`src/rtl/vga_pkg.sv`:
```
// Shared VGA timing constants and helpers for the frame timer and its axis counters.
package vga_pkg;

    // Width of the x/y raster counters; every axis total must fit in it.
    localparam int unsigned COORD_W = 10;

    // Default 640x480 @ 60 Hz horizontal timing, in pixel ticks.
    localparam int unsigned H_ACTIVE_DEF = 640;
    localparam int unsigned H_FP_DEF     = 16;
    localparam int unsigned H_SYNC_DEF   = 96;
    localparam int unsigned H_BP_DEF     = 48;

    // Default vertical timing, in lines.
    localparam int unsigned V_ACTIVE_DEF = 480;
    localparam int unsigned V_FP_DEF     = 10;
    localparam int unsigned V_SYNC_DEF   = 2;
    localparam int unsigned V_BP_DEF     = 33;

    // Length of one axis period: visible region plus porches and sync.
    function automatic int unsigned axis_total(
        input int unsigned active,
        input int unsigned fp,
        input int unsigned sync,
        input int unsigned bp
    );
        return active + fp + sync + bp;
    endfunction

    localparam int unsigned H_TOTAL = axis_total(H_ACTIVE_DEF, H_FP_DEF, H_SYNC_DEF, H_BP_DEF);
    localparam int unsigned V_TOTAL = axis_total(V_ACTIVE_DEF, V_FP_DEF, V_SYNC_DEF, V_BP_DEF);

endpackage

```
`src/rtl/vga_axis_counter.sv`:
```
// One raster axis: a wrapping position counter plus registered sync and
// visible-region decodes. The decodes are computed from the counter's next value,
// so they change on the same clock as the count and never lag it.
module vga_axis_counter
    import vga_pkg::*;
#(
    parameter int unsigned ACTIVE = H_ACTIVE_DEF,
    parameter int unsigned FP     = H_FP_DEF,
    parameter int unsigned SYNC   = H_SYNC_DEF,
    parameter int unsigned BP     = H_BP_DEF
) (
    input  logic               clock,
    input  logic               reset,
    input  logic               inc,
    output logic [COORD_W-1:0] cnt,
    output logic               wrap,
    output logic               sync_n,
    output logic               in_active
);

    localparam int unsigned TOTAL = axis_total(ACTIVE, FP, SYNC, BP);

    localparam logic [COORD_W-1:0] LAST       = COORD_W'(TOTAL - 1);
    localparam logic [COORD_W-1:0] SYNC_START = COORD_W'(ACTIVE + FP);
    localparam logic [COORD_W-1:0] SYNC_END   = COORD_W'(ACTIVE + FP + SYNC);
    localparam logic [COORD_W-1:0] ACTIVE_END = COORD_W'(ACTIVE);
    localparam logic [COORD_W-1:0] ONE        = COORD_W'(1);

    logic [COORD_W-1:0] cnt_r;
    logic [COORD_W-1:0] cntNext_s;
    logic               wrap_s;
    logic               syncN_r;
    logic               inActive_r;

    // Next count: hold without inc, wrap to zero after the last position.
    always_comb begin
        wrap_s    = inc && (cnt_r == LAST);
        cntNext_s = cnt_r;
        if (!inc) begin
            cntNext_s = cnt_r;
        end else if (cnt_r == LAST) begin
            cntNext_s = {COORD_W{1'b0}};
        end else begin
            cntNext_s = cnt_r + ONE;
        end
    end

    // Count register and decodes registered from the next count.
    always_ff @(posedge clock) begin
        if (reset) begin
            cnt_r      <= {COORD_W{1'b0}};
            syncN_r    <= 1'b1;
            inActive_r <= 1'b1;
        end else begin
            cnt_r      <= cntNext_s;
            syncN_r    <= !((cntNext_s >= SYNC_START) && (cntNext_s < SYNC_END));
            inActive_r <= (cntNext_s < ACTIVE_END);
        end
    end

    assign cnt       = cnt_r;
    assign wrap      = wrap_s;
    assign sync_n    = syncN_r;
    assign in_active = inActive_r;

endmodule

```
`src/rtl/vga_frame_timer.sv`:
```
// VGA raster timing generator: pixel-tick divider, x/y axis counters, sync
// outputs, the vertical-blanking level screenEnd with its one-clock rise strobe,
// and a wrapping count of completed frames.
module vga_frame_timer
    import vga_pkg::*;
#(
    parameter int unsigned CLK_DIV  = 2,
    parameter int unsigned H_ACTIVE = H_ACTIVE_DEF,
    parameter int unsigned H_FP     = H_FP_DEF,
    parameter int unsigned H_SYNC   = H_SYNC_DEF,
    parameter int unsigned H_BP     = H_BP_DEF,
    parameter int unsigned V_ACTIVE = V_ACTIVE_DEF,
    parameter int unsigned V_FP     = V_FP_DEF,
    parameter int unsigned V_SYNC   = V_SYNC_DEF,
    parameter int unsigned V_BP     = V_BP_DEF
) (
    input  logic               clock,
    input  logic               reset,
    output logic               pix_en,
    output logic [COORD_W-1:0] x,
    output logic [COORD_W-1:0] y,
    output logic               active,
    output logic               hsync,
    output logic               vsync,
    output logic               screenEnd,
    output logic               screenEnd_pulse,
    output logic [15:0]        frame_count
);

    // A divide-by-one still needs a one-bit divider register.
    localparam int unsigned DIV_W = (CLK_DIV > 1) ? $clog2(CLK_DIV) : 1;

    localparam logic [DIV_W-1:0]   DIV_LAST      = DIV_W'(CLK_DIV - 1);
    localparam logic [DIV_W-1:0]   DIV_ONE       = DIV_W'(1);
    localparam logic [COORD_W-1:0] V_LAST_ACTIVE = COORD_W'(V_ACTIVE - 1);

    logic [DIV_W-1:0]   div_r;
    logic               pixEn_r;
    logic               screenEnd_r;
    logic               screenEndPulse_r;
    logic [15:0]        frameCount_r;

    logic [COORD_W-1:0] hCnt_s;
    logic [COORD_W-1:0] vCnt_s;
    logic               hWrap_s;
    logic               vWrap_s;
    logic               vInc_s;
    logic               hSyncN_s;
    logic               vSyncN_s;
    logic               hInActive_s;
    logic               vInActive_s;
    logic               blankStart_s;

    // Pixel-tick divider: pix_en is registered and follows the last divider phase.
    always_ff @(posedge clock) begin
        if (reset) begin
            div_r   <= {DIV_W{1'b0}};
            pixEn_r <= 1'b0;
        end else begin
            pixEn_r <= (div_r == DIV_LAST);
            if (div_r == DIV_LAST) begin
                div_r <= {DIV_W{1'b0}};
            end else begin
                div_r <= div_r + DIV_ONE;
            end
        end
    end

    vga_axis_counter #(
        .ACTIVE (H_ACTIVE),
        .FP     (H_FP),
        .SYNC   (H_SYNC),
        .BP     (H_BP)
    ) u_hAxis (
        .clock     (clock),
        .reset     (reset),
        .inc       (pixEn_r),
        .cnt       (hCnt_s),
        .wrap      (hWrap_s),
        .sync_n    (hSyncN_s),
        .in_active (hInActive_s)
    );

    // The vertical axis steps once per line, on the tick where x wraps.
    assign vInc_s = pixEn_r && hWrap_s;

    vga_axis_counter #(
        .ACTIVE (V_ACTIVE),
        .FP     (V_FP),
        .SYNC   (V_SYNC),
        .BP     (V_BP)
    ) u_vAxis (
        .clock     (clock),
        .reset     (reset),
        .inc       (vInc_s),
        .cnt       (vCnt_s),
        .wrap      (vWrap_s),
        .sync_n    (vSyncN_s),
        .in_active (vInActive_s)
    );

    // y is about to step from the last visible line into vertical blanking.
    assign blankStart_s = vInc_s && (vCnt_s == V_LAST_ACTIVE);

    // Blanking level and its rise strobe, updated on the same clock as y.
    always_ff @(posedge clock) begin
        if (reset) begin
            screenEnd_r      <= 1'b0;
            screenEndPulse_r <= 1'b0;
        end else begin
            screenEndPulse_r <= blankStart_s;
            if (blankStart_s) begin
                screenEnd_r <= 1'b1;
            end else if (vWrap_s) begin
                screenEnd_r <= 1'b0;
            end else begin
                screenEnd_r <= screenEnd_r;
            end
        end
    end

    // Completed-frame counter, wrapping modulo 2^16 when y returns to 0.
    always_ff @(posedge clock) begin
        if (reset) begin
            frameCount_r <= 16'd0;
        end else if (vWrap_s) begin
            frameCount_r <= frameCount_r + 16'd1;
        end else begin
            frameCount_r <= frameCount_r;
        end
    end

    assign pix_en          = pixEn_r;
    assign x               = hCnt_s;
    assign y               = vCnt_s;
    // Both terms are flops updated on the same clock, so the product is coherent with x/y.
    assign active          = hInActive_s && vInActive_s;
    assign hsync           = hSyncN_s;
    assign vsync           = vSyncN_s;
    assign screenEnd       = screenEnd_r;
    assign screenEnd_pulse = screenEndPulse_r;
    assign frame_count     = frameCount_r;

endmodule
```
`config.mk`:
```
export PLATFORM = sky130hd
export DESIGN_NAME = vga_frame_timer
export DESIGN_NICKNAME = d
export VERILOG_FILES = /design/src/rtl/vga_pkg.sv /design/src/rtl/vga_axis_counter.sv /design/src/rtl/vga_frame_timer.sv
export SDC_FILE = /design/constraint.sdc
export NUM_CORES = 1
export LEC_CHECK = 0
export ABC_AREA = 1
export CORE_ASPECT_RATIO = 1.1
export CORE_MARGIN = 5
export CORE_UTILIZATION = 59
export CTS_BUF_LIST = sky130_fd_sc_hd__clkbuf_8
export CTS_CLUSTER_DIAMETER = 100
export DETAILED_ROUTE_END_ITERATION = 6
export PLACE_DENSITY = 0.88
export SLEW_MARGIN = 20
export SYNTH_ARGS = -nofsm -noshare
export SYNTH_HDL_FRONTEND = slang
export SYNTH_SLANG_ARGS = --single-unit
export TNS_END_PERCENT = 100
```
`constraint.sdc`:
```
create_clock -name clock -period 3.9 [get_ports clock]
set_clock_uncertainty 0.15 [all_clocks]
set_input_delay 1.17 -clock clock [delete_from_list [all_inputs] [get_ports clock]]
set_output_delay 1.17 -clock clock [all_outputs]
set_load 0.05 [all_outputs]
```
==> results of run 1 <==
==> cell type report <==
type | instances | area (µm²)
multi-input cells | 261 | 1316
fillers | 328 | 998.5
flip-flops and latches | 44 | 880.8
repair buffers | 44 | 437.9
inverters | 57 | 214.0
clock buffers | 5 | 68.82
well taps | 52 | 65.06
clock inverters | 2 | 12.51
==> cells in the final DEF (no fill, tap or decap), types with 2 or more instances in the layout <==
master,netlist,routed
nand3_1,30,30
xor2_1,5,5
clkbuf_8,0,5
nor3b_1,2,2
xnor2_1,2,2
ha_1,4,4
nor2_1,44,44
a21oi_1,20,20
o21ai_0,9,9
nand2_1,95,95
nand4_1,9,9
inv_1,53,53
nor3_1,12,12
nor2_2,4,4
nor2_4,6,6
inv_2,4,4
nand2_2,3,3
o21ai_1,2,2
dfxtp_1,44,44
nor3_2,2,2
clkdlybuf4s50_1,0,43
a211oi_1,2,2
==> per-layer routing <==
metal	wire [µm]	track usage	share of wire
met2	2865	0.3713	0.48
met4	121	0.08835	0.020
met5	0	0	0
met1	2581	0.2732	0.43
met3	391	0.05426	0.066
==> flip-flops by register name (all words and copies together), names as in the netlist <==
name and flops:
u_hAxis.sync_n 1, u_vAxis.sync_n 1, u_vAxis.cnt 10, screenEnd 1, screenEnd_pulse 1, pix_en 1
u_hAxis.cnt 10, div_r 1, frame_count 16, u_vAxis.in_active 1, u_hAxis.in_active 1
==> through the flow <==
stage | area, µm² | cells
floorplan | 2467 | 370
detailed placement | 2914 | 458
global placement | 2914 | 458
global route | 2995 | 465
CTS | 2995 | 465
finish | 2995 | 465
==> how the worst max path moves through the flow <==
stage          startpoint        endpoint  slack [ps]  cells after the start
2_1_floorplan       reset  u_vAxis.sync_n        1720                      8
3_3_place_gp       pix_en          pix_en        1170                      1
3_5_place_dp        reset  u_vAxis.sync_n        1150                      8
4_1_cts            pix_en          pix_en         830                      1
5_1_grt            pix_en          pix_en         750                      1
6_report           pix_en          pix_en         830                      1
==> logic make-up after synthesis <==
logic type / synth area share
and+or+nand+nor: 0.4138
buffers and inverters: 0.1095
DFF: 0.3570
AOI/OAI and AO/OA: 0.07455
xor gates and xnor gates: 0.02485
adders and majority gates: 0.02028
==> power by group through the flow <==
| stage | clock network, µW | registers, µW | logic (µW) |
|---|---|---|---|
| 6_report | 274 | 455 | 25.1 |
| 5_1_grt | 302 | 456 | 27.2 |
| 4_1_cts | 280 | 455 | 25.2 |
| 3_5_place_dp | 0 | 465 | 25.2 |
| 3_3_place_gp | 0 | 465 | 24.6 |
| 2_1_floorplan | 0 | 471 | 12.8 |
==> results.sh, run 1 <==
export IMPL_status="finished, final reports clean"
export IMPL_path_cells="clkdlybuf4s50_1"
export IMPL_gp_congestion=0.8908
export IMPL_cts_tree="done"
export IMPL_synth_most_common_cell="nand2_1"
export IMPL_comb_power_share=0.033
export IMPL_nets=419
export IMPL_synth_seq_area_share=0.3570
export IMPL_synth_top_cells_by_count="nand2_1 (95), inv_1 (53), dfxtp_1 (44), nor2_1 (44), nand3_1 (30)"
export IMPL_htreeDepth=2
export IMPL_p_sw_frac=0.2299
export IMPL_clk_pin_slew_worst_paths_ps=80
export IMPL_tightest_slew_ps=521.9
export IMPL_syn_nets=376
export IMPL_max_cap_violations=0
export IMPL_coreArea_um2=3994
export IMPL_r2r_cells=8
export IMPL_synth_edf_count=0
export IMPL_dieHeight_um=77.83
export IMPL_antenna_found_initial=0
export IMPL_holdPathEnd="div_r"
export IMPL_die_area_um2=5577
export IMPL_synth_area_um2=2467
export IMPL_max_slew_margin_rel=0.6510
export IMPL_ir_worst_vdd_v=0.0001987
export IMPL_post_route_util=0.7500
export IMPL_grt_pass1_vias=2205
export IMPL_synthFlopType="dfxtp_1"
export IMPL_holdBufCountCts=0
export IMPL_seqPwrFrac=0.604
export IMPL_finalSetupTns_ps=0
export IMPL_drtIter0Drc=167
export IMPL_die_w_um=71.66
export IMPL_required_ps=2580
export IMPL_grt_usage=0.2226
export IMPL_cpPeakStageDelay_ps=900
export IMPL_syn_to_final_growth_pct=21.40
export IMPL_ys_types=34
export IMPL_first_pass_iters=5
export IMPL_reg2reg_from="u_hAxis.cnt[1]"
export IMPL_drive_above_1_share=0.07506
export IMPL_grt_pass1_wl_um=10030
export IMPL_ant_nets=0
export IMPL_io_buffers=43
export IMPL_hold_slack_ps=264.0
export IMPL_vias_per_cell=5.376
export IMPL_power_leakage_uw=0.001215
export IMPL_synth_area_top_cells="dfxtp_1 (36%), nand2_1 (14%), inv_1 (8.1%), nor2_1 (6.7%), nand3_1 (6.1%)"
export IMPL_cts_buffers=5
export IMPL_hold_path_depth=1
export IMPL_cts_sinks=44
export IMPL_synth_top_area_cell="dfxtp_1"
export IMPL_worst_path_max_delay_cell="clkdlybuf4s50_1"
export IMPL_clk_latency_ps=300
export IMPL_dp_hpwl_um=4428
export IMPL_worstHoldStart="div_r"
export IMPL_rows=24
export IMPL_synth_ff_latch_count=44
export IMPL_grt_max_degree=27
export IMPL_gr_total_overflow=0
export IMPL_num_antenna_cells=0
export IMPL_clock_path_buffers=2
export IMPL_r2r_setup_slack_ps=1710
export IMPL_start_kind="flop"
export IMPL_min_path_type="reg2reg"
export IMPL_io_pins=44
export IMPL_total_power_uw=753.4
export IMPL_synthArstFlopShare=0
export IMPL_rsz0062_at_grt="false"
export IMPL_path_class="reg2out"
export IMPL_final_setup_viol_count=0
export IMPL_cp_arrival_ps=1750
export IMPL_fin_crit_ps=3066
export IMPL_finalHoldViolCount=0
export IMPL_synthesis_instances=370
export IMPL_cpLargestDelayFamily="buffers and inverters"
export IMPL_post_place_ws_ps=1147
export IMPL_clock_power_share=0.363
export IMPL_postSynthAreaPerCell_um2=6.669
export IMPL_start_util=0.6178
export IMPL_cp_end_kind="output port"
export IMPL_cts_root_buf="clkbuf_8"
export IMPL_cellInternalPower_uw=580.2
export IMPL_post_cts_buffers=0
export IMPL_fin_crit_sh=0.7862
export IMPL_reg2reg_to="frame_count[13]"
export IMPL_critPathMaxFanout=10
export IMPL_cts_resized=0
export IMPL_wl_per_cell_um=12.82
export IMPL_p_sw_uw=173.2
export IMPL_synth_top_area_frac=0.3570
export IMPL_critPathBufInv=1
export IMPL_routed_wl_um=5959
export IMPL_final_max_slew_violation_count=0
export IMPL_yosys_warnings=0
export IMPL_worst_slack_ps=833.8
export IMPL_power_density_nw_per_um2=251.5
export IMPL_vias=2500
export IMPL_max_freq_mhz=326.1
export IMPL_drc_errors=0
Power figures use the tool's default switching activity.
==> run 2: changes to the inputs <==
--- a/config.mk
+++ b/config.mk
@@ -8,11 +8,11 @@
 export ABC_AREA = 1
 export CORE_ASPECT_RATIO = 1.1
 export CORE_MARGIN = 5
-export CORE_UTILIZATION = 59
+export CORE_UTILIZATION = 54
 export CTS_BUF_LIST = sky130_fd_sc_hd__clkbuf_8
 export CTS_CLUSTER_DIAMETER = 100
 export DETAILED_ROUTE_END_ITERATION = 6
-export PLACE_DENSITY = 0.88
+export PLACE_DENSITY = 0.82
 export SLEW_MARGIN = 20
 export SYNTH_ARGS = -nofsm -noshare
 export SYNTH_HDL_FRONTEND = slang
==> constraint.sdc (replaced) <==
create_clock -name clock -period 3.04 [get_ports clock]
set_clock_uncertainty 0.15 [all_clocks]
set_input_delay 0.912 -clock clock [delete_from_list [all_inputs] [get_ports clock]]
set_output_delay 0.912 -clock clock [all_outputs]
set_load 0.05 [all_outputs]
==> run 2 against run 1 <==
Core utilization down 5.1 points. Register-to-register slack worse by 790 ps. Flip-flop and latch count unchanged. Sequential share of layout area down 0.42 points. Clock power up 60%. Critical endpoint is now y[5]. Largest power group unchanged.
==> results.sh, run 2 (synthesized netlist as in run 1, its figures left out) <==
export IMPL_status="finished, final reports clean"
export IMPL_post_cts_buffers=0
export IMPL_vias_per_cell=5.130
export IMPL_comb_power_share=0.035
export IMPL_r2r_setup_slack_ps=920
export IMPL_p_sw_uw=225.5
export IMPL_path_cells="clkdlybuf4s50_1"
export IMPL_die_area_um2=6023
export IMPL_power_density_nw_per_um2=347.8
export IMPL_grt_pass1_wl_um=10050
export IMPL_cts_buffers=5
export IMPL_worstHoldStart="div_r"
export IMPL_cp_end_kind="output port"
export IMPL_holdPathEnd="div_r"
export IMPL_io_pins=44
export IMPL_die_w_um=74.45
export IMPL_clock_path_buffers=2
export IMPL_path_class="reg2out"
export IMPL_hold_path_depth=1
export IMPL_required_ps=1980
export IMPL_worst_path_max_delay_cell="clkdlybuf4s50_1"
export IMPL_reg2reg_to="frame_count[1]"
export IMPL_htreeDepth=2
export IMPL_finalHoldViolCount=0
export IMPL_grt_pass1_vias=2283
export IMPL_start_util=0.5675
export IMPL_max_freq_mhz=356.4
export IMPL_clk_latency_ps=290
export IMPL_cts_tree="done"
export IMPL_fin_crit_ps=2806
export IMPL_max_slew_margin_rel=0.6529
export IMPL_dieHeight_um=80.90
export IMPL_fillers=395
export IMPL_io_buffers=43
export IMPL_gr_total_overflow=0
export IMPL_nets=421
export IMPL_final_setup_viol_count=0
export IMPL_cellInternalPower_uw=831.4
export IMPL_finalSetupTns_ps=0
export IMPL_max_cap_violations=0
export IMPL_ir_worst_vdd_v=0.0003148
export IMPL_grt_usage=0.2107
export IMPL_cpLargestDelayFamily="buffers and inverters"
export IMPL_ant_nets=0
export IMPL_cts_root_buf="clkbuf_8"
export IMPL_wl_per_cell_um=12.26
export IMPL_cts_resized=0
export IMPL_p_sw_frac=0.2134
export IMPL_rsz0062_at_grt="false"
export IMPL_antenna_found_initial=0
export IMPL_first_pass_iters=4
export IMPL_final_common_cell="nand2_1"
export IMPL_power_leakage_uw=0.001244
export IMPL_grt_max_degree=27
export IMPL_drc_errors=0
export IMPL_min_path_type="reg2reg"
export IMPL_fin_crit_sh=0.9230
export IMPL_critPathBufInv=1
export IMPL_path_depth=1
export IMPL_cp_arrival_ps=1740
export IMPL_seqPwrFrac=0.550
export IMPL_tightest_slew_ps=519.1
export IMPL_critPathMaxFanout=11
export IMPL_holdBufCountCts=0
export IMPL_clk_pin_slew_worst_paths_ps=80
export IMPL_coreArea_um2=4348
export IMPL_instances_no_fill=470
export IMPL_num_antenna_cells=0
export IMPL_syn_to_final_growth_pct=23.17
export IMPL_rows=25
export IMPL_cpPeakStageDelay_ps=880
export IMPL_mostFrequentLayoutCells="nand2_1 (95), inv_1 (54), nor2_1 (44), dfxtp_1 (44), clkdlybuf4s50_1 (43)"
export IMPL_routed_wl_um=5761
export IMPL_reg2reg_from="u_hAxis.cnt[0]"
export IMPL_clock_power_share=0.415
export IMPL_cts_sinks=44
export IMPL_drtIter0Drc=127
export IMPL_final_max_slew_violation_count=0
export IMPL_dp_hpwl_um=4279
export IMPL_dp_cells=462
export IMPL_start_kind="flop"
export IMPL_largest_reg_flops=16
export IMPL_r2r_cells=8
export IMPL_gp_congestion=0.8807
export IMPL_vias=2411
export IMPL_drive_above_1_share=0.07933
run 2: changes by cell type in the layout (fill, tap and decap cells not counted), sizes merged:
cell,before,now
buf,1,3
inv,57,58
bufinv,0,1
clkinvlp,1,0
run 2: worst max-delay path by stage:
stage,from,to,slack [ps]
after global placement,u_vAxis.cnt[5],y[5],590
after CTS,u_vAxis.cnt[5],y[5],230
after global routing,u_vAxis.cnt[4],y[4],170
final,u_vAxis.cnt[5],y[5],230
after floorplan,u_hAxis.cnt[1],u_vAxis.sync_n,910
after detailed placement,u_vAxis.cnt[5],y[5],550
run 2: power groups by stage:
stage	clock network [µW]	registers (µW)	logic [µW]
after floorplan	0	604	16.4
after global placement	0	595	36.4
after detailed placement	0	595	36.7
after CTS	444	582	36.9
after global routing	471	582	40.2
final	439	581	36.8
run 2: layout make-up:
type                    count  area [µm²]  area share
well taps                  54       67.56     0.02223
inverters                  57       214.0     0.07040
clock inverters             3       38.79     0.01276
flip-flops and latches     44       880.8      0.2898
multi-input cells         261        1316      0.4331
repair buffers             46       452.9      0.1490
clock buffers               5       68.82     0.02264
run 2: metrics by stage:
| stage | setup WS [ps] | cell area [µm²] | hold WS (ps) | util | total power, µW |
|---|---|---|---|---|---|
| 6_report | 234.2 | 3039 | 265.3 | 0.6990 | 1057 |
| 4_1_cts | 233.5 | 3039 | 272.7 | 0.6990 | 1063 |
| 2_1_floorplan | 910.7 | 2467 | 242.5 | - | 620.3 |
| 3_5_place_dp | 554.1 | 2932 | 260.8 | 0.6742 | 631.9 |
| 3_3_place_gp | 585.9 | 2932 | 249.5 | 0.6742 | 631.4 |
| 5_1_grt | 173.6 | 3039 | 293.5 | 0.6990 | 1094 |
run 2: layer usage:
layer | global-route usage | up-vias | routed length [µm]
met5 | 0 | - | 0
met4 | 0.08719 | 0 | 129
met3 | 0.03342 | 13 | 259
met2 | 0.3489 | 60 | 2708
met1 | 0.2701 | 1073 | 2663
li1 | - | 1265 | -
